===== src/rtl/score_bcd_formatter.sv =====
// Signed score to four display digit codes via sequential double-dabble (one shift per clk).
// Latency: start sampled at edge N -> done for the cycle after edge N+W_PTS+2; start ignored while busy.
// Build option: define LEADING_BLANK_EN to blank leading zero digits with CODE_BLANK.
module score_bcd_formatter #(
    parameter int         W_PTS      = 11,
    parameter logic [6:0] CODE_MINUS = 7'd18,
    parameter logic [6:0] CODE_BLANK = 7'd31
) (
    input  logic             clk,
    input  logic             rst_n,
    input  logic             start,
    input  logic [W_PTS-1:0] points,
    output logic             busy,
    output logic             done,
    output logic             negative,
    output logic [6:0]       digit_0,
    output logic [6:0]       digit_1,
    output logic [6:0]       digit_2,
    output logic [6:0]       digit_3
);

    localparam int CNT_W = $clog2(W_PTS + 1);

`ifdef LEADING_BLANK_EN
    localparam bit BLANK_EN = 1'b1;
`else
    localparam bit BLANK_EN = 1'b0;
`endif

    typedef enum logic [1:0] {
        IDLE  = 2'd0,
        LOAD  = 2'd1,
        SHIFT = 2'd2,
        DONE  = 2'd3
    } state_t;

    state_t             state_q;
    state_t             state_nx;
    logic [W_PTS-1:0]   pts_q;
    logic [W_PTS-1:0]   mag_q;
    logic               sign_q;
    logic [15:0]        bcd_q;
    logic [15:0]        bcd_adj;
    logic [CNT_W-1:0]   cnt_q;
    logic [6:0]         fmt_0;
    logic [6:0]         fmt_1;
    logic [6:0]         fmt_2;
    logic [6:0]         fmt_3;
    logic               blank_1;
    logic               blank_2;
    logic               blank_3;

    // ---------------------------------------------------------------
    // Control FSM
    // ---------------------------------------------------------------
    always_ff @(posedge clk or negedge rst_n) begin
        if (!rst_n) begin
            state_q <= IDLE;
        end else begin
            state_q <= state_nx;
        end
    end

    always_comb begin
        state_nx = state_q;
        case (state_q)
            IDLE:    if (start) state_nx = LOAD;
            LOAD:    state_nx = SHIFT;
            SHIFT:   if (cnt_q == CNT_W'(1)) state_nx = DONE;
            DONE:    state_nx = IDLE;
            default: state_nx = IDLE;
        endcase
    end

    // ---------------------------------------------------------------
    // Double-dabble datapath
    // ---------------------------------------------------------------
    always_comb begin
        bcd_adj = bcd_q;
        for (int i = 0; i < 4; i++) begin
            if (bcd_q[4*i +: 4] >= 4'd5) begin
                bcd_adj[4*i +: 4] = bcd_q[4*i +: 4] + 4'd3;
            end
        end
    end

    // Magnitude is kept unsigned in W_PTS bits: negating the most negative
    // score wraps to exactly 2^(W_PTS-1), which is the correct magnitude.
    always_ff @(posedge clk or negedge rst_n) begin
        if (!rst_n) begin
            pts_q  <= '0;
            mag_q  <= '0;
            sign_q <= 1'b0;
            bcd_q  <= '0;
            cnt_q  <= '0;
        end else begin
            case (state_q)
                IDLE: begin
                    if (start) pts_q <= points;
                end
                LOAD: begin
                    sign_q <= pts_q[W_PTS-1];
                    mag_q  <= pts_q[W_PTS-1] ? -pts_q : pts_q;
                    bcd_q  <= '0;
                    cnt_q  <= CNT_W'(W_PTS);
                end
                SHIFT: begin
                    {bcd_q, mag_q} <= {bcd_adj, mag_q} << 1;
                    cnt_q          <= cnt_q - CNT_W'(1);
                end
                default: ;
            endcase
        end
    end

    // ---------------------------------------------------------------
    // Output formatting (sign, saturation, optional blanking)
    // ---------------------------------------------------------------
    always_comb begin
        fmt_0 = {3'b000, bcd_q[3:0]};
        fmt_1 = {3'b000, bcd_q[7:4]};
        fmt_2 = {3'b000, bcd_q[11:8]};
        fmt_3 = {3'b000, bcd_q[15:12]};
        if (sign_q) begin
            fmt_3 = CODE_MINUS;
            // Negative magnitudes above 999 have no room beside the sign.
            if (bcd_q[15:12] != 4'd0) begin
                fmt_0 = 7'd9;
                fmt_1 = 7'd9;
                fmt_2 = 7'd9;
            end
        end
        blank_3 = BLANK_EN && !sign_q && (fmt_3 == 7'd0);
        blank_2 = BLANK_EN && (sign_q || blank_3) && (fmt_2 == 7'd0);
        blank_1 = blank_2 && (fmt_1 == 7'd0);
        if (blank_3) fmt_3 = CODE_BLANK;
        if (blank_2) fmt_2 = CODE_BLANK;
        if (blank_1) fmt_1 = CODE_BLANK;
    end

    always_ff @(posedge clk or negedge rst_n) begin
        if (!rst_n) begin
            busy     <= 1'b0;
            done     <= 1'b0;
            negative <= 1'b0;
            digit_0  <= 7'd0;
            digit_1  <= 7'd0;
            digit_2  <= 7'd0;
            digit_3  <= 7'd0;
        end else begin
            busy <= (state_nx != IDLE);
            done <= (state_q == DONE);
            if (state_q == DONE) begin
                negative <= sign_q;
                digit_0  <= fmt_0;
                digit_1  <= fmt_1;
                digit_2  <= fmt_2;
                digit_3  <= fmt_3;
            end
        end
    end

endmodule

===== config.mk =====
export PLATFORM = sky130hd
export DESIGN_NAME = score_bcd_formatter
export DESIGN_NICKNAME = d
export VERILOG_FILES = /design/src/rtl/score_bcd_formatter.sv
export SDC_FILE = /design/constraint.sdc
export NUM_CORES = 1
export LEC_CHECK = 0
export ABC_AREA = 1
export ABC_CLOCK_PERIOD_IN_PS = 1600
export BUFFER_PORTS_ARGS = -buffer_cell sky130_fd_sc_hd__buf_2
export CAP_MARGIN = 0
export CORE_ASPECT_RATIO = 0.6
export CORE_UTILIZATION = 57
export CTS_CLUSTER_DIAMETER = 40
export CTS_CLUSTER_SIZE = 14
export DETAILED_ROUTE_END_ITERATION = 7
export PLACE_DENSITY = 0.81
export SLEW_MARGIN = 5
export SYNTH_ARGS = -nofsm -noshare
export SYNTH_HDL_FRONTEND = slang
export SYNTH_SLANG_ARGS = --single-unit
export TNS_END_PERCENT = 10

===== constraint.sdc =====
create_clock -name clk -period 1.6 [get_ports clk]
set_input_delay 0.48 -clock clk [delete_from_list [all_inputs] [get_ports clk]]
set_output_delay 0.48 -clock clk [all_outputs]
set_load 0.05 [all_outputs]

Word level (Yosys, flattened, before mapping)
Index checks and enable logic that the tools add are counted.
{"block": "classes", "add_sub_neg": 6, "magnitude_cmp": 4, "eq_ne": 4, "n_mux": 18, "n_reduce_logical": 5}
{"op": "2-to-1 mux 4 bit", "count": 9}
{"op": "case mux 16 bit (2 select lines)", "count": 1}
{"op": "case mux 11 bit (2 select lines)", "count": 1}
{"op": ">= comparator 4 x 3 -> 1 bit (second input constant)", "count": 4}
{"op": "adder 4 x 2 -> 4 bit (second input constant)", "count": 3}
{"op": "2-to-1 mux 11 bit", "count": 1}
{"op": "negator 11 bit", "count": 1}
{"op": "case mux 2 bit (4 select lines)", "count": 1}
{"op": "case mux 4 bit (2 select lines)", "count": 1}
{"op": "2-to-1 mux 5 bit", "count": 1}
{"op": "== test 2 bit (second input constant)", "count": 2}
{"op": "== test 4 x 1 -> 1 bit (second input constant)", "count": 1}
{"op": "2-to-1 mux 2 bit", "count": 2}
{"op": "nonzero test 2 bit", "count": 2}
{"op": "nonzero test 4 bit", "count": 1}
{"op": "subtractor 4 x 1 -> 4 bit (second input constant)", "count": 1}
{"op": "adder 3 x 2 -> 3 bit (second input constant)", "count": 1}
{"op": "2-to-1 mux 3 bit", "count": 1}
{"op": "== test 2 x 1 -> 1 bit (second input constant)", "count": 1}
{"op": "logical NOT 2 bit", "count": 1}
{"op": "AND reduction 2 bit", "count": 1}
{"block": "totals", "reg_bits": 76, "inputBits": 14, "output_inout_bits": 31, "wordCells": 50}

Longest topological paths before layout
Gate-level depths: netlist of the first run.
{"block": "logic_depth", "ltp_word": 4, "ltp_mapped": 9}

Least setup slack after synthesis of the first run
No wires, ideal clock.
{"block": "synth_timing", "path_kind": "reg2reg", "from": "register state_q[0]", "to": "register mag_q[10]", "setup_time_ns": 0.092, "arrival_time_ns": 1.395, "required_time_ns": 1.508, "slack_ns": 0.113, "path_stages_with_launch": 8, "path_buffers": 1, "synth_period_minus_slack_ns": 1.487, "path_cell_list": "dfrtp_1 > inv_1 > ha_1 > buf_6 > inv_4 > nor2_4 > nand2_2 > o31ai_2"}
{"block": "synth_via", "elab_chain_len": 2}
{"item": "start, declared", "line": "37", "text": "state_t state_q;"}
{"item": "start signal, assigned", "line": "60", "text": "state_q <= state_nx;"}
{"item": "== test 2 bit or == test 2 x 1 -> 1 bit (tied branches)", "line": "97", "text": "case (state_q)"}
{"item": "case mux 11 bit (2 select lines) or nonzero test 2 bit (tied branches)"}
{"item": "end signal, assigned", "line": "103", "text": "mag_q <= pts_q[W_PTS-1] ? -pts_q : pts_q;"}
{"item": "end signal, assigned", "line": "108", "text": "{bcd_q, mag_q} <= {bcd_adj, mag_q} << 1;"}
{"item": "end, declared", "line": "40", "text": "logic [W_PTS-1:0] mag_q;"}
Parallel ways exist; a longest one is shown, timed or not.
A chain may end at the register's enable or synchronous reset.

Worst setup path after layout of the first run
{"block": "layout_timing", "from": "register state_q[1]", "to": "register mag_q[9]"}
Same word-level chain as after synthesis.

==> results of run 1 <==
metrics by stage:
step	setup WS, ns	cells
global placement	0.118	504
detailed placement	0.0336	504
CTS	0.0236	520
finish	0.0961	520
global route	-0.0356	520
floorplan	0.113	405
power groups by stage:
| stage | clock (uW) | combinational (uW) | sequential (uW) |
|---|---|---|---|
| after floorplan | 0 | 2040 | 2830 |
| after global placement | 0 | 3220 | 2410 |
| after detailed placement | 0 | 3320 | 2440 |
| after CTS | 1660 | 3360 | 2410 |
| after global routing | 1730 | 3780 | 2480 |
| final | 1650 | 3450 | 2420 |
what timing repair did:
item | 4_1_cts | 5_1_grt
resized for setup | 1 | 7
endpoints found under the setup margin | 1 | 13
hold buffers | 0 | 0
buffers inserted | 0 | 0
layer usage:
metal / vias to the layer above / part of all wire [%]
met3: 13 / 7.9
met4: 0 / 1.1
met5: - / 0
met2: 118 / 44
li1: 1348 / -
met1: 1355 / 47
worst max-delay path: cells and delay by family (launching register included):
kind	cells	cell delay, ns
adder cells (fa/ha/maj)	1	0.33
flip-flops	1	0.38
AND/OR/NAND/NOR	4	0.48
buffers and inverters	3	0.24
state kept, by name, summed over array words and instances (netlist names), 2 cells and up:
name     flops
digit_2      4
digit_1      4
state_q      2
mag_q       11
pts_q       11
digit_3      4
bcd_q       16
cnt_q        4
digit_0      4
Yosys cell counts, types with 2 or more instances:
master,number
buf_2,3
nand3_1,36
buf_4,12
clkbuf_1,4
inv_2,2
buf_6,2
dfrtp_1,64
nand2_1,79
ha_1,17
o22ai_1,14
a31oi_1,6
a21oi_1,17
nor2_1,37
o21ai_0,26
nand4_1,3
inv_1,54
inv_4,2
o211ai_1,4
layout make-up:
cell class / instances / area (um2)
clock buffer: 9 / 124
sequential: 64 / 1600
fill: 425 / 1510
timing repair buffer: 44 / 260
multi-input combinational: 261 / 1380
clock inverter: 7 / 110
tap: 77 / 96.3
inverter: 58 / 228
path summary, 6_finish.rpt:
path,from,end,slack [ns],depth (start not counted)
worst max-delay path,state_q[1]$_DFF_PN0_,mag_q[9]$_DFFE_PN0P_,0.1,8
worst min-delay path,rst_n,pts_q[5]$_DFFE_PN0P_,0.02,1
worst max register to register,state_q[1]$_DFF_PN0_,mag_q[9]$_DFFE_PN0P_,0.1,8
worst min register to register,digit_2[1]$_DFFE_PN0P_,digit_2[1]$_DFFE_PN0P_,0.48,2
max in group asynchronous,rst_n,bcd_q[8]$_DFFE_PN0P_,0.99,2
min in group clk,points[8],pts_q[8]$_DFFE_PN0P_,0.39,3
logic make-up (layout without fill, tap and decap cells):
family | Yosys count | after routing | synth area share, %
AO/OA/AOI/OAI | 73 | 73 | 12.8
XOR/XNOR | 1 | 1 | 0.267
adder cells (fa/ha/maj) | 17 | 17 | 6.47
buffers and inverters | 80 | 118 | 11.2
flip-flops | 64 | 64 | 48.7
other | 1 | 11 | 0.114
AND/OR/NAND/NOR | 159 | 159 | 20.4
==> run_results.csv, run 1 <==
group,metric,value,unit
global_route,antenna_found_initial,0,
outcome,outcome,"completed",
place,dpl.hpwl,5420,um
cts,clk_latency,0.34,ns
cells_and_area,mostFrequentLayoutCell,"nand2_1",
pwr,switching_share,43.9,%
global_route,grt_use_met1,38.2,%
place,place_area,0.00353,mm2
synthesis,ys_seq_area_share,48.7,%
pwr,seqPwrFrac,32.1,%
synthesis,synth_cells,395,
synthesis,synth.avg_cell_area,8.32,um2
synthesis,synth-edff-count,0,
cells_and_area,post-route-cell-area,0.00380,mm2
timing,finClkSkew,0.00672,ns
global_route,overflow,0,
floorplan,start_util,62.0,%
timing,period_needed,1.50,ns
global_route,use_met3,7.83,%
timing,rsz0062_at_grt,"true",
cells_and_area,n_antenna_cell,0,
pwr,p_total,7520,uW
cts,clkSinkCount,64,
timing,holdWs,0.0233,ns
synthesis,yosysTopAreaCell,"dfrtp_1",
cts,cts-root-buf,"clkbuf_8",
min_path,hold_class,"in -> async",
timing,fmax,665,MHz
synthesis,ys.flop_type,"dfrtp_1",
timing,drv_slew,0,
critical_path,slowest_delay,0.38,ns
floorplan,die_area,0.00608,mm2
critical_path,worstPathArrival,1.78,ns
place,gp_congestion,0.890,
floorplan,io_pins,45,
detailed_routing,ant_nets,0,
detailed_routing,vias_per_cell,5.45,
cells_and_area,area_delta_synth_final,15.6,%
critical_path,crit_path_end_kind,"flop",
pwr,combPwrFrac,45.9,%
synthesis,yosys.area.top_type_share,48.7,%
critical_path,required,1.87,ns
synthesis,syn_area,0.00329,mm2
cts,numCtsBuffers,9,
cells_and_area,layout_common_cells,"79 x nand2_1, 62 x dfrtp_1, 54 x inv_1, 37 x nor2_1, 34 x nand3_1",
global_route,grt_use_met2,41.9,%
synthesis,synth-seq-cells,64,
cells_and_area,fin_util,71.6,%
critical_path,critPathKind,"reg -> reg",
synthesis,synth_cell_types,31,
global_route,grt_max_degree,54,
floorplan,dieHeight,60.8,um
detailed_routing,drtPass1Iterations,5,
timing,timing.final.crit_share,94.0,%
pwr,ir_drop,0.919,mV
timing,setup_tns,0,ns
pwr,power_density,1980,mW/mm2
synthesis,yosys-top-cells-area,"dfrtp_1 49%, nand2_1 9.0%, ha_1 6.5%",
detailed_routing,num_vias,2834,
cts,cts.clk_slew.worst_paths,0.07,ns
cells_and_area,drive_gt1_share,16.7,%
detailed_routing,drt_iter0_drc,258,
critical_path,critPathMaxFanout,7,
critical_path,cp_slowest_cell,"dfrtp_1",
global_route,grt_pass1_wl,12400,um
pwr,clockPowerShare,22.0,%
cells_and_area,final_nets,469,
place,io_buffers,33,
cts,htree_num_levels,3,
floorplan,coreArea,0.00531,mm2
floorplan,die_x,100,um
detailed_routing,routedWlPerCell,14.5,um
global_route,track_usage,27.4,%
pwr,switching_power,3310,uW
pwr,p_leak,0.00198,uW
detailed_routing,wl,7540,um
detailed_routing,drc_errors,0,
synthesis,yosysWarnings,0,
global_route,grt_pass1_vias,2602,
synthesis,async_flop_share,100,%
timing,hold_viol_final,0,
cts,cts_tree,"built",
run,maxCapViolations,0,
floorplan,row_count,20,
global_route,grt.busiest_layer,"met2",
pwr,p_int,4220,uW
timing,setup_viol,0,
cts,clk_path_buf_depth,2,
critical_path,path_cells,"inv_1 > ha_4 > inv_4 > nor2_4 > inv_2 > nor2_1 > nand3_1 > nand3b_1",
critical_path,start_kind,"flop",
Note: power is estimated with default switching activity, not from simulation.
==> run 2: changes to the inputs <==
- CELL_PAD_IN_SITES_DETAIL_PLACEMENT: not set -> 1
- CELL_PAD_IN_SITES_GLOBAL_PLACEMENT: not set -> 1
- CORE_UTILIZATION: 57 -> 43
- PLACE_DENSITY: 0.81 -> 0.82
==> run_results.csv, run 2 (synthesized netlist as in run 1, its figures left out) <==
group,metric,value,unit
cts,numCtsBuffers,9,
floorplan,die_x,115,um
cts,clk_path_buf_depth,2,
floorplan,die_area,0.00801,mm2
critical_path,required,1.85,ns
critical_path,crit_path_end_kind,"flop",
critical_path,critPathKind,"reg -> reg",
cells_and_area,drive_gt1_share,17.1,%
min_path,hold_class,"in -> async",
critical_path,reg2regPathDepth,8,
cells_and_area,mostFrequentLayoutCell,"nand2_1",
critical_path,reg2reg_setup_slack,0.07,ns
cts,cts-root-buf,"clkbuf_16",
cells_and_area,num-fill-cells,913,
timing,finClkSkew,0.00490,ns
critical_path,path_cells,"inv_1 > ha_1 > inv_1 > nand2_1 > nand3_2 > a21oi_1 > o21ai_1 > nand2_1",
timing,rsz0062_at_grt,"false",
timing,drv_slew,0,
floorplan,row_count,24,
cts,clkSinkCount,64,
cells_and_area,reg.largest.list,"bcd_q: 16 flops, mag_q: 11 flops, pts_q: 11 flops",
detailed_routing,drc_errors,0,
cts,clk_latency,0.32,ns
cells_and_area,area_delta_synth_final,19.4,%
pwr,power_density,2060,mW/mm2
cts,cts_setup_buffers,0,
detailed_routing,wl,9020,um
timing,period_needed,1.53,ns
detailed_routing,routedWlPerCell,16.5,um
critical_path,critPathMaxFanout,5,
detailed_routing,vias_per_cell,5.22,
floorplan,io_pins,45,
pwr,p_total,8090,uW
global_route,grt_pass1_wl,14800,um
critical_path,slowest_delay,0.45,ns
floorplan,dieHeight,69.7,um
timing,fmax,653,MHz
global_route,grt_max_degree,65,
place,gp_congestion,0.779,
timing,setup_viol,0,
critical_path,cp_slowest_cell,"dfrtp_2",
cts,cts_tree,"built",
critical_path,start_kind,"flop",
outcome,outcome,"completed",
cells_and_area,layout_common_cells,"79 x nand2_1, 63 x dfrtp_1, 53 x inv_1, 37 x nor2_1, 34 x nand3_1",
detailed_routing,drt_iter0_drc,287,
cts,cts.clk_slew.worst_paths,0.06,ns
global_route,track_usage,24.4,%
pwr,p_leak,0.00202,uW
pwr,ir_drop,0.730,mV
cells_and_area,n_antenna_cell,0,
detailed_routing,num_vias,2859,
detailed_routing,drtPass1Iterations,4,
place,dpl.hpwl,6030,um
global_route,overflow,0,
floorplan,start_util,44.9,%
floorplan,coreArea,0.00733,mm2
global_route,grt_pass1_vias,2891,
timing,hold_viol_final,0,
global_route,antenna_found_initial,0,
run,maxCapViolations,0,
timing,timing.final.crit_share,95.7,%
cells_and_area,largest_reg_flops,16,
cells_and_area,top_register,"bcd_q",
cells_and_area,final_nets,470,
timing,setup_tns,0,ns
critical_path,worstPathArrival,1.79,ns
detailed_routing,ant_nets,0,
place,io_buffers,33,
cts,htree_num_levels,3,
[run 2: changes by cell type in the layout (fill, tap and decap cells not counted), sizes merged]
cell / before / now
buf: 44 / 45
bufinv: 3 / 2
clkbuf: 9 / 10
clkinv: 4 / 3
clkinvlp: 0 / 1
[run 2: worst paths after layout]
path | from | end
max | bcd_q[0]$_DFFE_PN0P_ | bcd_q[2]$_DFFE_PN0P_
min | rst_n | digit_3[1]$_DFFE_PN0P_
max reg2reg | bcd_q[0]$_DFFE_PN0P_ | bcd_q[2]$_DFFE_PN0P_
min reg2reg | digit_2[1]$_DFFE_PN0P_ | digit_2[1]$_DFFE_PN0P_
max in group asynchronous | rst_n | pts_q[9]$_DFFE_PN0P_
min in group clk | points[5] | pts_q[5]$_DFFE_PN0P_
[run 2: metal layers]
metal | wire [um] | share of wire (%) | GRT usage [%] | vias to the layer above
met2 | 4270 | 47 | 39.0 | 65
met5 | 0 | 0 | 0 | -
met3 | 405 | 4.5 | 4.20 | 4
met1 | 4310 | 48 | 34.8 | 1438
li1 | - | - | - | 1352
met4 | 37 | 0.41 | 5.05 | 0
[run 2: what timing repair did]
action,in CTS,in global routing
hold buffers,0,0
endpoints found under the hold margin,0,0
setup endpoints to repair,2,10
resized for setup,4,4
[run 2: worst max-delay path, delay by kind of cell (launching register included)]
kind	cells	cell delay [ns]
flops	1	0.45
compound gates	2	0.34
buf+inv	2	0.19
fa+ha+maj	1	0.16
simple gates	3	0.33
[run 2: report_power, final]
part           switching, uW  internal, uW
clock network            696          1400
logic                   2470          1080
registers                319          2130
total                   3490          4600
[run 2: cell type report]
| cell class | count | area [um2] | area share, % |
|---|---|---|---|
| clock buffers | 10 | 239 | 6.09 |
| clock inverters | 6 | 82.6 | 2.10 |
| multi-input cells | 261 | 1380 | 35.1 |
| well taps | 104 | 130 | 3.32 |
| inverters | 58 | 223 | 5.68 |
| repair buffers | 45 | 268 | 6.82 |
| flip-flops and latches | 64 | 1600 | 40.8 |
[run 2: metrics by stage]
stage | hold slack (ns) | std cells | area, um2 | util (%) | setup WS (ns)
after floorplan | 0.184 | 405 | 3320 | - | 0.113
after global placement | 0.462 | 532 | 3580 | 48.8 | 0.130
after detailed placement | 0.466 | 532 | 3580 | 48.8 | 0.0476
after CTS | 0.185 | 548 | 3920 | 53.4 | 0.0209
after global routing | 0.190 | 548 | 3920 | 53.6 | 0.00234
final | 0.170 | 548 | 3920 | 53.6 | 0.0683
==> run 3: changes to the inputs <==
- RECOVER_POWER: not set -> 25
- REMOVE_ABC_BUFFERS: not set -> 1
==> run_results.csv, run 3 (synthesized netlist as in run 1, its figures left out) <==
group,metric,value,unit
cts,cts-root-buf,"clkbuf_16",
timing,maxSlewHeadroom,20.7,%
place,dpl.hpwl,6020,um
cells_and_area,fin_util,52.7,%
global_route,overflow,0,
floorplan,dieHeight,69.7,um
cells_and_area,post-route-cell-area,0.00386,mm2
cts,cts.clk_slew.worst_paths,0.06,ns
timing,setup_viol,0,
place,io_buffers,33,
pwr,p_int,4420,uW
timing,timing.final.crit_share,93.4,%
timing,rsz0062_at_grt,"true",
cts,numCtsBuffers,9,
cts,clk_latency,0.33,ns
detailed_routing,routedWlPerCell,15.5,um
cells_and_area,largest_reg_flops,16,
critical_path,start_kind,"flop",
timing,hold_viol_final,0,
detailed_routing,wl,8470,um
timing,setup_tns,0,ns
critical_path,crit_family,"flip-flops",
cells_and_area,layout_common_cells,"79 x nand2_1, 64 x dfrtp_1, 53 x inv_1, 37 x nor2_1, 35 x nand3_1",
critical_path,required,1.12,ns
pwr,power_density,2020,mW/mm2
timing,finClkSkew,0.00981,ns
pwr,combPwrFrac,44.2,%
detailed_routing,drc_errors,0,
global_route,use_met3,6.82,%
cts,clk_path_buf_depth,2,
pwr,p_leak,0.00199,uW
cells_and_area,n_antenna_cell,0,
global_route,grt.busiest_layer,"met2",
global_route,grt_use_met2,35.1,%
cts,cts_hold_buffers,0,
cts,clkSinkCount,64,
floorplan,die_area,0.00801,mm2
floorplan,row_count,24,
place,gp_congestion,0.855,
cells_and_area,multi_input_area,0.00137,mm2
timing,holdWs,0.393,ns
critical_path,path_cells,"buf_2",
global_route,grt_max_degree,46,
cts,cts_tree,"built",
cells_and_area,top_register,"bcd_q",
min_path,hold_class,"in -> reg",
detailed_routing,drtPass1Iterations,4,
critical_path,cp_slowest_cell,"dfrtp_1",
floorplan,start_util,44.9,%
critical_path,worstPathArrival,1.01,ns
critical_path,slowest_delay,0.39,ns
timing,worst_pin_slew,1.19,ns
cells_and_area,area_delta_synth_final,17.4,%
critical_path,critPathKind,"reg -> out",
global_route,antenna_found_initial,0,
place,placed_cells,531,
cells_and_area,num-fill-cells,921,
detailed_routing,ant_nets,0,
floorplan,io_pins,45,
pwr,switching_share,43.4,%
cells_and_area,reg.largest.list,"bcd_q: 16 flops, mag_q: 11 flops, pts_q: 11 flops",
cells_and_area,mostFrequentLayoutCell,"nand2_1",
cells_and_area,regArea,0.00160,mm2
timing,drv_slew,0,
critical_path,cp.buffers_inverters,1,
cells_and_area,final_nets,469,
pwr,switching_power,3390,uW
critical_path,crit_path_end_kind,"output port",
timing,period_needed,1.49,ns
detailed_routing,drt_iter0_drc,199,
cells_and_area,layout.cells.non_filler,546,
pwr,ir_drop,0.903,mV
pwr,seqPwrFrac,31.1,%
detailed_routing,num_vias,2827,
floorplan,die_x,115,um
outcome,outcome,"completed",
global_route,grt_pass1_wl,14200,um
pwr,clockPowerShare,24.7,%
timing,fmax,669,MHz
global_route,grt_pass1_vias,2880,
cts,htree_num_levels,3,
critical_path,critPathMaxFanout,3,
cells_and_area,drive_gt1_share,15.6,%
detailed_routing,vias_per_cell,5.18,
place,place_area,0.00358,mm2
global_route,grt_use_met1,32.5,%
global_route,track_usage,23.5,%
floorplan,coreArea,0.00733,mm2
run,maxCapViolations,0,
run 3: final timing paths:
check                                       startpoint                      to  slack (ns)  depth (start not counted)
max in group asynchronous                        rst_n    bcd_q[8]$_DFFE_PN0P_        0.36                          2
min in group asynchronous                        rst_n    pts_q[0]$_DFFE_PN0P_        0.45                          2
worst min-delay path                         points[1]    pts_q[1]$_DFFE_PN0P_        0.39                          3
worst max-delay path              negative$_DFFE_PN0P_              digit_3[4]        0.11                          1
worst max register to register    state_q[1]$_DFF_PN0_    mag_q[9]$_DFFE_PN0P_        0.11                          8
worst min register to register  digit_0[1]$_DFFE_PN0P_  digit_0[1]$_DFFE_PN0P_        0.48                          2
run 3: power groups by stage:
stage	Clock [uW]	Sequential, uW	Combinational [uW]
finish	1930	2430	3450
global placement	0	2420	3220
detailed placement	0	2440	3360
CTS	1960	2420	3430
global route	2040	2490	3830
floorplan	0	2880	1820
run 3: timing repair:
item / CTS / global route
cloned: 0 / 0
resized for setup: 1 / 5
setup buffers: 0 / 0
endpoints found under the setup margin: 2 / 14
run 3: stage by stage:
| stage | worst slack [ns] | power, uW |
|---|---|---|
| 2_1_floorplan | -0.263 | 4700 |
| 3_3_place_gp | 0.116 | 5640 |
| 3_5_place_dp | 0.0240 | 5810 |
| 4_1_cts | 0.0286 | 7810 |
| 5_1_grt | -0.00510 | 8360 |
| 6_report | 0.106 | 7800 |
run 3: final cells by class:
type	instances	share of cell area, %
clock buffer	11	6.29
clock inverter	4	1.17
inverter	58	5.77
multi-input combinational	261	35.6
sequential	64	41.5
tap	104	3.37
timing repair buffer	44	6.32
run 3: per-layer routing:
layer,vias up,wire (um)
li1,1349,-
met1,1405,4130
met2,56,3890
met3,17,294
met4,0,166
met5,-,0
